File: config.mk
export PLATFORM = sky130hd
export DESIGN_NAME = seg_scan_demux
export DESIGN_NICKNAME = d
export VERILOG_FILES = /design/src/rtl/seg_scan_pkg.sv /design/src/rtl/seg_digit_regfile.sv /design/src/rtl/seg_scan_demux.sv
export SDC_FILE = /design/constraint.sdc
export NUM_CORES = 1
export LEC_CHECK = 0
export BUFFER_PORTS_ARGS = -buffer_cell sky130_fd_sc_hd__buf_2
export CAP_MARGIN = 20
export CORE_MARGIN = 8
export CORE_UTILIZATION = 60
export DETAILED_ROUTE_END_ITERATION = 12
export PLACE_DENSITY = 0.79
export SYNTH_ARGS = -nofsm -noshare
export SYNTH_HDL_FRONTEND = slang
export SYNTH_SLANG_ARGS = --single-unit
File: constraint.sdc
create_clock -name clk -period 6.1 [get_ports clk]
set_input_delay 0.305 -clock clk [delete_from_list [all_inputs] [get_ports clk]]
set_output_delay 0.305 -clock clk [all_outputs]
set_load 0.01 [all_outputs]
File: src/rtl/seg_scan_pkg.sv
// Shared constants, state encoding and helpers for the 8-digit 7-segment scan driver.
package seg_scan_pkg;

  localparam int NUM_DIGITS = 8;
  localparam int SEG_W      = 7;
  localparam int IDX_W      = 3;

  localparam logic [SEG_W-1:0]      SEG_BLANK = 7'h00;
  localparam logic [NUM_DIGITS-1:0] DIG_OFF_N = 8'hFF;

  typedef enum logic [1:0] {
    IDLE  = 2'd0,
    BLANK = 2'd1,
    SHOW  = 2'd2
  } scan_state_t;

  // Active-low one-cold enable for the digit at idx.
  function automatic logic [NUM_DIGITS-1:0] digit_enable_n(input logic [IDX_W-1:0] idx);
    logic [NUM_DIGITS-1:0] onehot;
    onehot = NUM_DIGITS'(1) << idx;
    return ~onehot;
  endfunction

endpackage

File: src/rtl/seg_digit_regfile.sv
// Eight 7-bit digit pattern registers with write demux, global clear and
// a combinational read port selected by digit index.
module seg_digit_regfile
  import seg_scan_pkg::*;
(
  input  logic             clk,
  input  logic             rst_n,
  input  logic             wr_en,
  input  logic [IDX_W-1:0] wr_addr,
  input  logic [SEG_W-1:0] wr_data,
  input  logic             clr_all,
  input  logic [IDX_W-1:0] rd_idx,
  output logic [SEG_W-1:0] rd_data
);

  logic [NUM_DIGITS-1:0][SEG_W-1:0] digit_bank;

  generate
    for (genvar gi = 0; gi < NUM_DIGITS; gi++) begin : g_digit
      logic             sel;
      logic [SEG_W-1:0] digit_q;

      assign sel = wr_en && (wr_addr == IDX_W'(gi));

      // Clear has priority so a simultaneous write cannot survive it.
      always_ff @(posedge clk or negedge rst_n) begin
        if (!rst_n) begin
          digit_q <= SEG_BLANK;
        end else if (clr_all) begin
          digit_q <= SEG_BLANK;
        end else if (sel) begin
          digit_q <= wr_data;
        end
      end

      assign digit_bank[gi] = digit_q;
    end
  endgenerate

  assign rd_data = digit_bank[rd_idx];

endmodule

File: src/rtl/seg_scan_demux.sv
// Digit scan driver: stores eight segment patterns and time-multiplexes them
// onto a shared segment bus with a blanking gap at every digit change.
module seg_scan_demux
  import seg_scan_pkg::*;
#(
  parameter int CLK_DIV      = 50000,
  parameter int BLANK_CYCLES = 500
) (
  input  logic                  clk,
  input  logic                  rst_n,
  input  logic                  wr_en,
  input  logic [IDX_W-1:0]      wr_addr,
  input  logic [SEG_W-1:0]      wr_data,
  input  logic                  clr_all,
  input  logic                  scan_en,
  output logic [SEG_W-1:0]      seg_out,
  output logic [NUM_DIGITS-1:0] dig_en_n,
  output logic [IDX_W-1:0]      scan_idx,
  output logic                  frame_tick
);

  localparam int CNT_W = $clog2(CLK_DIV);
  localparam logic [CNT_W-1:0] CNT_LAST   = CNT_W'(CLK_DIV - 1);
  localparam logic [CNT_W-1:0] BLANK_LAST = CNT_W'(BLANK_CYCLES - 1);

  // Reset asserts asynchronously; release is delayed through two flops.
  logic [1:0] rst_sync_q;
  logic       rst_int_n;

  always_ff @(posedge clk or negedge rst_n) begin
    if (!rst_n) begin
      rst_sync_q <= 2'b00;
    end else begin
      rst_sync_q <= {rst_sync_q[0], 1'b1};
    end
  end

  assign rst_int_n = rst_sync_q[1];

  scan_state_t           state_q, state_d;
  logic [CNT_W-1:0]      cnt_q, cnt_d;
  logic [IDX_W-1:0]      idx_q, idx_d;
  logic [SEG_W-1:0]      seg_q, seg_d;
  logic [NUM_DIGITS-1:0] dig_en_n_q, dig_en_n_d;
  logic [IDX_W-1:0]      scan_idx_q, scan_idx_d;
  logic                  frame_tick_q, frame_tick_d;
  logic [SEG_W-1:0]      rd_data;

  seg_digit_regfile u_regfile (
    .clk     (clk),
    .rst_n   (rst_int_n),
    .wr_en   (wr_en),
    .wr_addr (wr_addr),
    .wr_data (wr_data),
    .clr_all (clr_all),
    .rd_idx  (idx_d),
    .rd_data (rd_data)
  );

  always_comb begin
    state_d = state_q;
    cnt_d   = cnt_q;
    idx_d   = idx_q;

    if (!scan_en) begin
      state_d = IDLE;
      cnt_d   = '0;
      idx_d   = '0;
    end else begin
      unique case (state_q)
        IDLE: begin
          state_d = BLANK;
          cnt_d   = '0;
          idx_d   = '0;
        end
        BLANK: begin
          cnt_d = cnt_q + CNT_W'(1);
          if (cnt_q == BLANK_LAST) begin
            state_d = SHOW;
          end
        end
        SHOW: begin
          if (cnt_q == CNT_LAST) begin
            state_d = BLANK;
            cnt_d   = '0;
            idx_d   = idx_q + IDX_W'(1);
          end else begin
            cnt_d = cnt_q + CNT_W'(1);
          end
        end
        default: begin
          state_d = IDLE;
          cnt_d   = '0;
          idx_d   = '0;
        end
      endcase
    end
  end

  // Outputs derive from next-state so they change on the same edge as the FSM.
  always_comb begin
    seg_d        = SEG_BLANK;
    dig_en_n_d   = DIG_OFF_N;
    scan_idx_d   = idx_d;
    frame_tick_d = (state_d == BLANK) && (idx_d == '0) && (cnt_d == '0);
    if (state_d == SHOW) begin
      seg_d      = rd_data;
      dig_en_n_d = digit_enable_n(idx_d);
    end
  end

  always_ff @(posedge clk or negedge rst_int_n) begin
    if (!rst_int_n) begin
      state_q      <= IDLE;
      cnt_q        <= '0;
      idx_q        <= '0;
      seg_q        <= SEG_BLANK;
      dig_en_n_q   <= DIG_OFF_N;
      scan_idx_q   <= '0;
      frame_tick_q <= 1'b0;
    end else begin
      state_q      <= state_d;
      cnt_q        <= cnt_d;
      idx_q        <= idx_d;
      seg_q        <= seg_d;
      dig_en_n_q   <= dig_en_n_d;
      scan_idx_q   <= scan_idx_d;
      frame_tick_q <= frame_tick_d;
    end
  end

  assign seg_out    = seg_q;
  assign dig_en_n   = dig_en_n_q;
  assign scan_idx   = scan_idx_q;
  assign frame_tick = frame_tick_q;

endmodule

==> impl_metrics.py <==
metrics = {
    "sta": {
        "hold_viol_final": 0,
        "max_slew_margin_pct": 33.2,
        "fin_tns_setup_ps": 0,
        "finClkSkew_ps": 12.6,
        "worst_slew_pin_slew_ps": 1000,
        "finalSetupViolCount": 0,
        "finalCritPeriodShare_pct": 51.0,
        "rsz0062_at_grt": "no",
        "hold-worst-slack_ps": 213,
        "timing.fmax_mhz": 321,
        "slew_viol_final": 0,
        "fin_crit_ps": 3110,
    },
    "drt": {
        "drc": 0,
        "wl_per_cell_um": 18.1,
        "via_count": 3778,
        "dr.first_iter.drc_count": 252,
        "vias_per_cell": 6.20,
        "drt-pass1-iter-count": 5,
        "routed_wl_um": 11100,
        "ant_nets": 0,
    },
    "power": {
        "ir_drop_mv": 0.147,
        "power_per_cell_area_nw_per_um2": 219,
        "power_mw": 1.13,
        "p_leak_nw": 2.26,
    },
    "setup_path": {
        "crit_type": "reg2reg",
        "worst_path_largest_cell_delay_ps": 640,
        "worst_ep_arrival_time_ps": 3420,
        "crit_top_cell": "nor4_1",
        "cp-start-kind": "flip-flop",
        "path_max_fanout": 10,
        "cp_slowest_cell": "nor4_1",
        "crit_path_end_kind": "flip-flop",
        "worstPathRequired_ps": 6400,
        "path_buf_inv": 1,
        "crit_family": "simple AND/OR/NAND/NOR gates",
        "cp_cell_sequence": "ha_1 -> nand3_1 -> nor4_1 -> a21o_1 -> a31o_2 -> inv_2 -> nor4_1 -> a22oi_1 -> o21ai_1",
    },
    "logic_synthesis": {
        "synth.distinct_cells": 53,
        "yosysWarnings": 0,
        "synth_top_area_share_pct": 45.5,
        "synth_nets": 512,
        "synth_area_leaders": "dfrtp_1 46%, mux2i_1 8.8%, nor2_1 6.3%, dfstp_2 4.4%, nand2_1 4.1%",
        "syn-cell-area_um2": 4780,
        "yosysSeqAreaShare_pct": 49.9,
        "synth-seq-cells": 95,
        "syn_avg_cell_area_um2": 9.74,
        "synth-edff-count": 0,
        "ys_async_sr_fraction_pct": 100,
        "synthFlopType": "dfrtp_1",
        "synth_top_area_cell": "dfrtp_1",
        "netlist_instances": 491,
    },
    "grt": {
        "grt-ovfl-total": 0,
        "grt_pass1_vias": 3863,
        "grt_usage_pct": 20.9,
        "grt_max_degree": 73,
        "antenna_found_initial": 0,
        "grt_pass1_wl_um": 19100,
    },
    "clocking": {
        "htree_levels": 3,
        "cts_tree": "built",
        "clockBufferDepth": 2,
        "root_buffer": "clkbuf_8",
        "clkTransAtPathRegs_ps": 100,
        "cts_setup_buffers": 0,
        "cts_made_buffers": 9,
        "cts.sinks": 95,
        "clock_latency_ps": 380,
    },
    "floorplan": {
        "die_w_um": 105,
        "fp.dieH_um": 105,
        "rows": 32,
        "start_util_pct": 61.9,
        "coreArea_um2": 7730,
        "dieArea_um2": 11100,
        "ioPinCount": 34,
    },
    "layout": {
        "fin_nets": 523,
        "area_growth_pct": 7.69,
        "drive_gt1_share_pct": 15.2,
        "antenna_cells": 0,
        "nFillCells": 617,
        "final_common_cell": "dfrtp_1",
        "final_cells": 609,
        "mostFrequentLayoutCells": "86 x dfrtp_1, 80 x nor2_1, 52 x nand2_1",
    },
    "placed_design": {
        "place_hpwl_um": 7490,
        "placed_cells": 592,
        "place_congestion": 0.862,
        "io_buffers": 33,
    },
    "run": {
        "cap_violations": 0,
    },
    "status": {
        "status": "finished, final reports clean",
    },
    "min_path": {
        "min_path_type": "reg2async",
    },
}
==> cell usage after synthesis (2+ instances only) <==
cell / n
nor3b_1: 3
o21ai_1: 6
a22oi_1: 6
ha_1: 6
a31oi_1: 6
nand3_1: 12
inv_1: 6
and3_1: 2
buf_1: 2
or4_4: 2
and4_1: 3
o32ai_2: 2
nand4_1: 4
buf_6: 2
nand4b_1: 4
or3_1: 5
nor3_1: 19
a41oi_1: 2
a32oi_1: 2
nor4_1: 17
o32ai_1: 12
nand2_1: 52
or2_2: 3
nor2_1: 80
mux2i_1: 42
nor2b_1: 4
dfrtp_1: 87
nand2b_1: 2
clkbuf_1: 31
a31o_2: 2
xnor2_1: 8
buf_2: 4
o41ai_1: 2
xor2_1: 8
dfstp_2: 8
a21oi_1: 16
and2_1: 3
==> layer usage <==
| layer | part of all wire (%) | GRT usage [%] | vias to the layer above |
|---|---|---|---|
| li1 | - | - | 1756 |
| met1 | 43 | 26.9 | 1836 |
| met2 | 47 | 32.8 | 153 |
| met3 | 6.5 | 4.20 | 33 |
| met4 | 3.5 | 10.7 | 0 |
| met5 | 0 | 0 | - |
==> state kept, by name, indices dropped and copies added, names as in the netlist <==
name,flops
cnt_q,16
rst_sync_q,2
dig_en_n,8
state_q,2
u_regfile.g_digit.digit_q,56
seg_out,7
scan_idx,3
frame_tick,1
==> repair_timing <==
item | in CTS | in global routing
hold endpoints to repair | 2 | 0
resized for setup | 0 | 0
hold buffers | 1 | 0
==> per-stage QoR <==
| stage | util (%) | setup slack (ps) | cell area [um2] |
|---|---|---|---|
| final | 66.7 | 2990 | 5150 |
| after global placement | 64.1 | 3120 | 4950 |
| after global routing | 66.7 | 2740 | 5150 |
| after detailed placement | 64.1 | 3100 | 4950 |
| after floorplan | - | 3270 | 4780 |
| after CTS | 66.7 | 3050 | 5150 |
==> kinds of logic after synthesis <==
kind of cell	synth area share, %
and+or+nand+nor	22.3
DFF	49.9
AOI/OAI and AO/OA	9.62
buffers and inverters	4.03
muxes	9.57
xor gates and xnor gates	2.93
adders and majority gates	1.57
other	0.0784
==> power breakdown <==
group	switching, mW	leakage (nW)	internal (mW)
logic	0.0545	0.877	0.0249
registers	0.00911	1.29	0.640
clock network	0.241	0.0949	0.157
==> cell type report <==
class	count	area (um2)	share of cell area [%]
Timing Repair Buffer	39	213	4.13
Multi-Input combinational cell	350	2200	42.8
Inverter	7	26.3	0.510
Clock buffer	9	124	2.40
Tap cell	102	128	2.48
Sequential cell	95	2390	46.4
Clock inverter	7	66.3	1.29
==> path summary, 6_finish.rpt <==
| check | endpoint | cells past startpoint | slack (ps) | start |
|---|---|---|---|---|
| setup / recovery | seg_out[1]$_DFF_PN0_ | 9 | 2990 | cnt_q[0]$_DFF_PN0_ |
| hold / removal | u_regfile.g_digit[7].digit_q[4]$_DFFE_PN0P_ | 0 | 210 | rst_sync_q[1]$_DFF_PN0_ |
| setup reg to reg | seg_out[1]$_DFF_PN0_ | 9 | 2990 | cnt_q[0]$_DFF_PN0_ |
| hold reg to reg | u_regfile.g_digit[7].digit_q[4]$_DFFE_PN0P_ | 0 | 210 | rst_sync_q[1]$_DFF_PN0_ |
| max in group asynchronous | state_q[0]$_DFF_PN0_ | 1 | 4710 | rst_sync_q[1]$_DFF_PN0_ |
| min in group clk | u_regfile.g_digit[0].digit_q[6]$_DFFE_PN0P_ | 3 | 240 | wr_data[6] |
No activity file was read; power rests on OpenSTA's default activity.
